[config.mk]
export PLATFORM = sky130hd
export DESIGN_NAME = bingo_board_ctrl
export DESIGN_NICKNAME = d
export VERILOG_FILES = /design/src/rtl/bingo_pkg.sv /design/src/rtl/bingo_line_counter.sv /design/src/rtl/bingo_board_ctrl.sv
export SDC_FILE = /design/constraint.sdc
export NUM_CORES = 1
export LEC_CHECK = 0
export CAP_MARGIN = 20
export CORE_UTILIZATION = 57
export CTS_CLUSTER_DIAMETER = 60
export DETAILED_ROUTE_END_ITERATION = 6
export PLACE_DENSITY = 0.86
export SYNTH_ARGS = -nofsm -noshare
export SYNTH_HDL_FRONTEND = slang
export SYNTH_HIERARCHICAL = 1
export SYNTH_SLANG_ARGS = --single-unit
[constraint.sdc]
create_clock -name clk_25MHz -period 14.33 [get_ports clk_25MHz]
set_input_delay 2.866 -clock clk_25MHz [delete_from_list [all_inputs] [get_ports clk_25MHz]]
set_output_delay 2.866 -clock clk_25MHz [all_outputs]
set_load 0.005 [all_outputs]
[src/rtl/bingo_pkg.sv]
// Shared definitions for the bingo board controller: board geometry,
// controller states and the LFSR feedback constant.
package bingo_pkg;

    localparam int BOARD_DIM  = 5;
    localparam int CELLS      = 25;
    localparam int NUM_W      = 5;
    localparam int LINE_CNT_W = 4;
    localparam int LINES      = 12;  // 5 rows + 5 columns + 2 diagonals

    // Right-shifting Galois LFSR, taps at 16,14,13,11.
    localparam logic [15:0] LFSR_TAPS = 16'hB400;

    typedef enum logic [2:0] {
        IDLE,
        FILL,
        SHUFFLE,
        PLAY,
        SEARCH,
        SCORE,
        DONE
    } state_e;

    function automatic logic [15:0] lfsr_next(input logic [15:0] cur);
        lfsr_next = (cur >> 1) ^ (cur[0] ? LFSR_TAPS : 16'h0000);
    endfunction

endpackage

[src/rtl/bingo_line_counter.sv]
// Counts completed bingo lines (5 rows, 5 columns, 2 diagonals) from a
// mask of marked cells. Purely combinational so a second board can reuse it.
module bingo_line_counter
    import bingo_pkg::*;
(
    input  logic [CELLS-1:0]      marked_i,
    output logic [LINE_CNT_W-1:0] count_o
);

    logic [LINES-1:0] lines;

    // One AND per line, then a popcount over the twelve line flags.
    always_comb begin
        lines = '0;
        for (int y = 0; y < BOARD_DIM; y++) begin
            lines[y] = &marked_i[y*BOARD_DIM +: BOARD_DIM];
        end
        for (int x = 0; x < BOARD_DIM; x++) begin
            lines[BOARD_DIM + x] = marked_i[x] & marked_i[x + 5] & marked_i[x + 10]
                                 & marked_i[x + 15] & marked_i[x + 20];
        end
        lines[10] = marked_i[0] & marked_i[6] & marked_i[12] & marked_i[18] & marked_i[24];
        lines[11] = marked_i[4] & marked_i[8] & marked_i[12] & marked_i[16] & marked_i[20];

        count_o = '0;
        for (int k = 0; k < LINES; k++) begin
            count_o = count_o + {{(LINE_CNT_W-1){1'b0}}, lines[k]};
        end
    end

endmodule

[src/rtl/bingo_board_ctrl.sv]
// Bingo board controller: fills the 5x5 board, optionally shuffles it,
// services mark requests one cell per cycle and scores completed lines.
// Optional shuffle is compiled in with `define BINGO_SHUFFLE_EN.
// Mark handshake: a request transfers on the edge where mark_valid and
// mark_ready are both high; mark_num must be stable while mark_valid is high,
// and the result comes back later as a one-cycle mark_done pulse.
module bingo_board_ctrl
    import bingo_pkg::*;
#(
    parameter int          WIN_LINES = 5,
    parameter logic [15:0] LFSR_SEED = 16'hACE1
) (
    input  logic                        clk_25MHz,
    input  logic                        all_rst,
    input  logic                        start,
    input  logic                        mark_valid,
    input  logic [NUM_W-1:0]            mark_num,
    output logic                        mark_ready,
    output logic                        mark_done,
    output logic                        mark_hit,
    output logic [CELLS*NUM_W-1:0]      map,
    output logic [LINE_CNT_W-1:0]       line_cnt,
    output logic                        win
);

    localparam logic [4:0]            LAST_IDX  = 5'(CELLS - 1);
    localparam logic [LINE_CNT_W-1:0] WIN_LIM   = LINE_CNT_W'(WIN_LINES);

    state_e                state_q, state_d;
    logic [4:0]            idx_q, idx_d;
    logic [NUM_W-1:0]      num_q, num_d;
    logic [NUM_W-1:0]      cell_q [CELLS];
    logic [NUM_W-1:0]      cell_d [CELLS];
    logic [LINE_CNT_W-1:0] line_cnt_q, line_cnt_d;
    logic                  win_q, win_d;
    logic                  found_q, found_d;
    logic                  done_q, done_d;
    logic                  hit_q, hit_d;

    logic [CELLS-1:0]      marked;
    logic [LINE_CNT_W-1:0] line_cnt_now;

`ifdef BINGO_SHUFFLE_EN
    logic [15:0] lfsr_q;
    logic [12:0] shuf_prod;
    logic [4:0]  shuf_j;

    // Free-running LFSR; its phase at SHUFFLE depends on when start arrived.
    always_ff @(posedge clk_25MHz) begin
        if (all_rst) lfsr_q <= LFSR_SEED;
        else         lfsr_q <= lfsr_next(lfsr_q);
    end

    // Scale an 8-bit random value into 0..idx for the current swap.
    always_comb begin
        shuf_prod = {5'd0, lfsr_q[7:0]} * {8'd0, idx_q + 5'd1};
        shuf_j    = 5'(shuf_prod >> 8);
    end
`else
    // Without the shuffle the seed has no consumer.
    logic unused_seed;
    assign unused_seed = ^LFSR_SEED;
`endif

    // Zero-mask of the board feeds the line scorer.
    always_comb begin
        marked = '0;
        for (int i = 0; i < CELLS; i++) marked[i] = (cell_q[i] == '0);
    end

    bingo_line_counter u_line_counter (
        .marked_i (marked),
        .count_o  (line_cnt_now)
    );

    // Next-state logic for the board FSM, cells and result flags.
    always_comb begin
        state_d    = state_q;
        idx_d      = idx_q;
        num_d      = num_q;
        cell_d     = cell_q;
        line_cnt_d = line_cnt_q;
        win_d      = win_q;
        found_d    = found_q;
        done_d     = 1'b0;
        hit_d      = 1'b0;

        unique case (state_q)
            IDLE, DONE: begin
                if (start) begin
                    state_d    = FILL;
                    idx_d      = '0;
                    line_cnt_d = '0;
                    win_d      = 1'b0;
                end
            end
            FILL: begin
                cell_d[idx_q] = idx_q + 5'd1;
                if (idx_q == LAST_IDX) begin
`ifdef BINGO_SHUFFLE_EN
                    state_d = SHUFFLE;
                    idx_d   = LAST_IDX;
`else
                    state_d = PLAY;
`endif
                end else begin
                    idx_d = idx_q + 5'd1;
                end
            end
            SHUFFLE: begin
`ifdef BINGO_SHUFFLE_EN
                cell_d[idx_q]  = cell_q[shuf_j];
                cell_d[shuf_j] = cell_q[idx_q];
                if (idx_q == 5'd1) state_d = PLAY;
                else               idx_d   = idx_q - 5'd1;
`else
                state_d = PLAY;
`endif
            end
            PLAY: begin
                // A new game wins over a pending mark request.
                if (start) begin
                    state_d    = FILL;
                    idx_d      = '0;
                    line_cnt_d = '0;
                    win_d      = 1'b0;
                end else if (mark_valid) begin
                    state_d = SEARCH;
                    num_d   = mark_num;
                    idx_d   = '0;
                end
            end
            SEARCH: begin
                // Cleared cells hold 0, so number 0 must never count as found.
                if ((num_q != '0) && (cell_q[idx_q] == num_q)) begin
                    cell_d[idx_q] = '0;
                    found_d       = 1'b1;
                    state_d       = SCORE;
                end else if (idx_q == LAST_IDX) begin
                    found_d = 1'b0;
                    state_d = SCORE;
                end else begin
                    idx_d = idx_q + 5'd1;
                end
            end
            SCORE: begin
                done_d     = 1'b1;
                hit_d      = found_q;
                line_cnt_d = line_cnt_now;
                if (line_cnt_now >= WIN_LIM) begin
                    state_d = DONE;
                    win_d   = 1'b1;
                end else begin
                    state_d = PLAY;
                end
            end
            default: state_d = IDLE;
        endcase
    end

    // State and board registers with synchronous reset.
    always_ff @(posedge clk_25MHz) begin
        if (all_rst) begin
            state_q    <= IDLE;
            idx_q      <= '0;
            num_q      <= '0;
            line_cnt_q <= '0;
            win_q      <= 1'b0;
            found_q    <= 1'b0;
            done_q     <= 1'b0;
            hit_q      <= 1'b0;
            for (int i = 0; i < CELLS; i++) cell_q[i] <= '0;
        end else begin
            state_q    <= state_d;
            idx_q      <= idx_d;
            num_q      <= num_d;
            line_cnt_q <= line_cnt_d;
            win_q      <= win_d;
            found_q    <= found_d;
            done_q     <= done_d;
            hit_q      <= hit_d;
            for (int i = 0; i < CELLS; i++) cell_q[i] <= cell_d[i];
        end
    end

    // Pack the registered cells row-major onto the display bus.
    always_comb begin
        map = '0;
        for (int i = 0; i < CELLS; i++) map[i*NUM_W +: NUM_W] = cell_q[i];
    end

    assign mark_ready = (state_q == PLAY);
    assign mark_done  = done_q;
    assign mark_hit   = hit_q;
    assign line_cnt   = line_cnt_q;
    assign win        = win_q;

endmodule

Yosys cells after proc, flatten, opt, wreduce, memory -nomap -nowiden:

Index checks and enable logic that the tools add are counted.

* flip-flop bits (word level): 146
* bits in latches: 0
* RAM bits: 0
* ROM bits: 0
* bits of input ports: 9
* output and inout port bits: 133
* word-level logic and storage cells: 175
* memories kept: 0

* $add $sub $neg: 12
* multiply operators: 0
* div/mod/pow operators: 0
* magnitude comparators: 3
* eq/ne operators: 16
* shift-type cells: 0
* muxes and demuxes: 30
* bitwise gates (word level): 33
* reduce and logical (&&, ||, !) cells: 48

Operators by type and width (number)
* $pmux W125 S2: 1
* $and A125 B125 Y125: 1
* $bwmux W125: 1
* $logic_not A5 Y1: 25
* $mux W125: 1
* $not A125 Y125: 1
* $add A4 B1 Y4: 10
* $mux W5: 8
* $and A1 B1 Y1: 28
* $bmux W5 S5: 1
* $demux W5 S5: 1
* $reduce_and A5 Y1: 5
* $mux W3: 7
* $pmux W5 S4: 1
* $pmux W3 S6: 1
* $ne A2 B2 Y1 const B: 5
* $eq A3 B3 Y1 const B: 3
* $pmux W4 S2: 1
* $reduce_and A4 Y1: 2
* $eq A3 B2 Y1 const B: 2
* $ge A6 B6 Y1 const B: 1
* $lt A6 B1 Y1 const B: 1
* $ne A3 B3 Y1 const B: 2
* $not A5 Y6: 1
* 20 further kinds: 32

Depth between registers and ports, before layout:

* depth after elaboration: 16
* gate-level depth with buffers: 20
* mapped depth without buffers: 20

Cells and area by module:

Netlist, hierarchy kept.

By module, submodules not included
* bingo_board_ctrl: times used 1, cells an instance 783, area an instance 7383.3 sq um, seq. area each 2922.8 sq um
* bingo_line_counter: times used 1, cells an instance 54, area an instance 376.6 sq um, seq. area each 0.0 sq um

Worst setup path after synthesis:

Ideal clock, no wire load.

* path kind: flip-flop to flip-flop
* start point: register cell_q (netlist bit map[60])
* end point: register win_q, in the netlist win
* library setup time: 0.128 ns
* arrival: 4.429 ns
* data required time: 14.202 ns
* path slack: 9.774 ns
* cell stages (with the launch flop): 21
* buffers on the path: 0
* cells stage by stage: dfxtp_1 or4_1 nor2_1 nand3_1 nor2_1 fa_1 inv_1 fa_1 inv_1 fa_1 fa_1 ha_1 fa_1 xor2_1 o21a_1 nor2_1 nor2_1 o21ai_0 a21oi_1 a21oi_1 nor2_1

* word-level cells in the longest chain between the ends: 15

RTL lines
* start, declared: line bingo_board_ctrl.sv:32 `logic [NUM_W-1:0] cell_q [CELLS];`
* $logic_not A5 Y1 (*): line bingo_board_ctrl.sv:68 `for (int i = 0; i < CELLS; i++) marked[i] = (cell_q[i] == '0);`
* via marked[12]: line bingo_board_ctrl.sv:40 `logic [CELLS-1:0] marked;`
* $reduce_and A5 Y1: line bingo_line_counter.sv:16 `lines[y] = &marked_i[y*BOARD_DIM +: BOARD_DIM];`
* $add A4 B1 Y4 (9 in a row): line bingo_line_counter.sv:27 `count_o = count_o + {{(LINE_CNT_W-1){1'b0}}, lines[k]};`
* $add A4 B1 Y4 (*): line bingo_line_counter.sv:27
* via line_cnt_now[2]: line bingo_board_ctrl.sv:41 `logic [LINE_CNT_W-1:0] line_cnt_now;`
* $ge A4 B3 Y1 (*): line bingo_board_ctrl.sv:150 `if (line_cnt_now >= WIN_LIM) begin`
* $ne A2 B2 Y1 (no source line) (*)
* $reduce_and A3 Y1 (no source line) (*)
* end signal, assigned: line bingo_board_ctrl.sv:178 `win_q <= win_d;`
* end, declared: line bingo_board_ctrl.sv:35 `logic win_q, win_d;`

The timed path passes the listed nets; every way through them passes the cells marked *.
A chain may end at the register's enable or synchronous reset.

Final worst setup path:

* start point: register cell_q (netlist bit map[61])
* end point: register win_q, in the netlist win

Same word-level chain as after synthesis.

==> flow_metrics.env <==
export IMPL_cp_data_required_time_ns=14.63
export IMPL_grt_total_usage_pct=35.4
export IMPL_syn_area_um2=7760
export IMPL_drt_iter0_markers=848
export IMPL_fp_row_count=42
export IMPL_area_growth_pct=25.0
export IMPL_max_slew_margin_pct=32.3
export IMPL_root_buffer="clkbuf_16"
export IMPL_cp_cell_sequence="or4_1 -> nor2_1 -> nand3_1 -> nor2_1 -> fa_1 -> inv_1 -> fa_1 -> inv_1 -> fa_1 -> fa_1 -> ha_1 -> fa_1 -> xor2_1 -> o21a_1 -> nor2_1 -> nor2_1 -> o21ai_0 -> a21oi_1 -> a21oi_1 -> nor2_1"
export IMPL_grt_pass1_wl_um=38400
export IMPL_crit_path_start_kind="flip-flop"
export IMPL_synthArstFlopShare_pct=0
export IMPL_antenna_found_initial=0
export IMPL_syn_nets=861
export IMPL_p_sw_share_pct=23.1
export IMPL_fmax_mhz=200
export IMPL_seq_area_frac_synth_pct=37.7
export IMPL_pre_cts_ws_ns=9.23
export IMPL_power_switching_mw=0.236
export IMPL_end_kind="flip-flop"
export IMPL_via_count=7343
export IMPL_holdBufCountCts=0
export IMPL_synth_cell_types=74
export IMPL_h_tree_depth=4
export IMPL_fin_ws_ns=9.32
export IMPL_p_seq_share_pct=40.5
export IMPL_synthCells=837
export IMPL_worst_path_max_fanout=4
export IMPL_fin_crit_sh_pct=34.9
export IMPL_gp_congestion=0.953
export IMPL_cpPeakStageDelay_ns=0.52
export IMPL_path_clk_slew_ns=0.06
export IMPL_hold_viol=0
export IMPL_holdWs_ns=0.475
export IMPL_crit_type="reg2reg"
export IMPL_cp_slowest_cell="or4_1"
export IMPL_cts_inserted_buffers=17
export IMPL_p_leak_nw=3.56
export IMPL_crit_buf_inv=2
export IMPL_status="complete, no violations"
export IMPL_cts_tree="done"
export IMPL_finalSetupViolCount=0
export IMPL_clockPowerShare_pct=50.4
export IMPL_cp_top_family="adder cells"
export IMPL_yosysTopAreaCell="dfxtp_1"
export IMPL_yosys_warnings=6
export IMPL_synth_area_leaders="dfxtp_1, mux2i_1, nand2_1"
export IMPL_drv_cap=0
export IMPL_cp_arrival_ns=5.30
export IMPL_die_w_um=119
export IMPL_cts_sinks=146
export IMPL_power_density_nw_per_um2=105
export IMPL_drt_first_pass_iters=5
export IMPL_grt_max_degree=76
export IMPL_synth_top_area_share_pct=37.7
export IMPL_clk_latency_ns=0.44
export IMPL_core_area_um2=13200
export IMPL_grt_setup_unrepaired="false"
export IMPL_fp_dieH_um=119
export IMPL_syn_area_per_cell_um2=9.27
export IMPL_wl_um=24700
export IMPL_post_dp_hpwl_um=16100
export IMPL_io_pins=142
export IMPL_worst_slew_pin_slew_ns=1.02
export IMPL_combPwrFrac_pct=9.0
export IMPL_finalSetupTns_ns=0
export IMPL_wl_per_cell_um=22.0
export IMPL_synth_edff_count=0
export IMPL_synthFlopType="dfxtp_1"
export IMPL_synthTopCellsByCount="dfxtp_1, mux2i_1, nand2_1"
export IMPL_port_buffers=141
export IMPL_start_util_pct=58.6
export IMPL_grt_pass1_vias=6856
export IMPL_skew_ns=0.00805
export IMPL_viasPerCell=6.53
export IMPL_num_antenna_cells=0
export IMPL_cts_resized=0
export IMPL_clockBufferDepth=2
export IMPL_drive_gt1_share_pct=10.1
export IMPL_drc=0
export IMPL_final_max_slew_violation_count=0
export IMPL_dieArea_um2=14100
export IMPL_hp_class="reg2reg"
export IMPL_ant_nets=0
export IMPL_fin_nets=961
export IMPL_ys_ff_latch=146
export IMPL_internal_power_mw=0.787
export IMPL_ir_drop_v=0.0000783
export IMPL_fin_crit_ns=5.01
export IMPL_grt_overflow_total=0
export IMPL_cts_setup_buffers=0
export IMPL_yosysMostFrequentCell="dfxtp_1"
worst reg2reg max path: stages, from the launching register on:
cell and delay, ns:
dfxtp_1 0.36, or4_1 0.52, nor2_1 0.28, nand3_1 0.15, nor2_1 0.16, fa_1 0.43
inv_1 0.09, fa_1 0.39, inv_1 0.08, fa_1 0.42, fa_1 0.44, ha_1 0.23
fa_1 0.44, xor2_1 0.17, o21a_1 0.11, nor2_1 0.13, nor2_1 0.07, o21ai_0 0.15
a21oi_1 0.08, a21oi_1 0.13, nor2_1 0.05
layout by cell type, fill, tap and decap left out, types with 27 or more instances in the layout:
cell type / count
a21oi_1: 42
clkdlybuf4s50_1: 140
dfxtp_1: 144
inv_1: 35
mux2i_1: 97
nand2_1: 94
nand3_1: 27
nor2_1: 67
o32ai_1: 30
or4_1: 28
stage by stage:
step | cells | instance area (µm²) | total power [mW] | utilization, %
2_1_floorplan | 837 | 7760 | 0.491 | -
3_3_place_gp | 1093 | 9000 | 0.509 | 68.0
3_5_place_dp | 1093 | 9000 | 0.511 | 68.0
4_1_cts | 1124 | 9690 | 1.02 | 73.2
5_1_grt | 1125 | 9700 | 1.05 | 73.3
6_report | 1125 | 9700 | 1.02 | 73.3
cells by family (layout without fill, tap and decap cells):
logic type | Yosys count | after routing | synth area share [%]
compound gates | 144 | 144 | 13.1
xor+xnor | 3 | 3 | 0.339
fa+ha+maj | 15 | 15 | 3.10
buf+inv | 107 | 219 | 7.56
flops | 146 | 146 | 37.7
mux | 119 | 119 | 17.7
simple gates | 303 | 303 | 20.5
state kept, by name, indices dropped and copies added (netlist names):
name / flops
num_q: 5
mark_done: 1
mark_hit: 1
idx_q: 5
state_q: 3
win: 1
line_cnt: 4
map: 125
found_q: 1
path summary, 6_finish.rpt:
path	start	slack, ns	to	depth (start not counted)
setup / recovery	map[61]	9.32	win	20
hold / removal	line_cnt[0]	0.47	line_cnt[0]	1
setup reg to reg	map[61]	9.32	win	20
hold reg to reg	line_cnt[0]	0.47	line_cnt[0]	1
power groups by stage:
stage	Combinational (mW)	Sequential [mW]	Clock [mW]
2_1_floorplan	0.0722	0.418	0
3_3_place_gp	0.0858	0.423	0
3_5_place_dp	0.0886	0.423	0
4_1_cts	0.0888	0.414	0.517
5_1_grt	0.100	0.415	0.534
6_report	0.0922	0.414	0.516
cell type report:
class                   instances  area [µm²]
multi-input cells             584        4250
fillers                       981        3540
flip-flops and latches        146        2930
repair buffers                150        1480
clock buffers                  21         480
well taps                     176         220
clock inverters                10         203
inverters                      38         143
layer usage:
layer	vias up	GRT usage (%)	share of wire, %
li1	3246	-	-
met1	3461	47.9	41
met2	548	52.5	45
met3	88	9.75	12
met4	0	15.7	3.2
met5	-	0	0
Note: power is estimated with default switching activity, not from simulation.
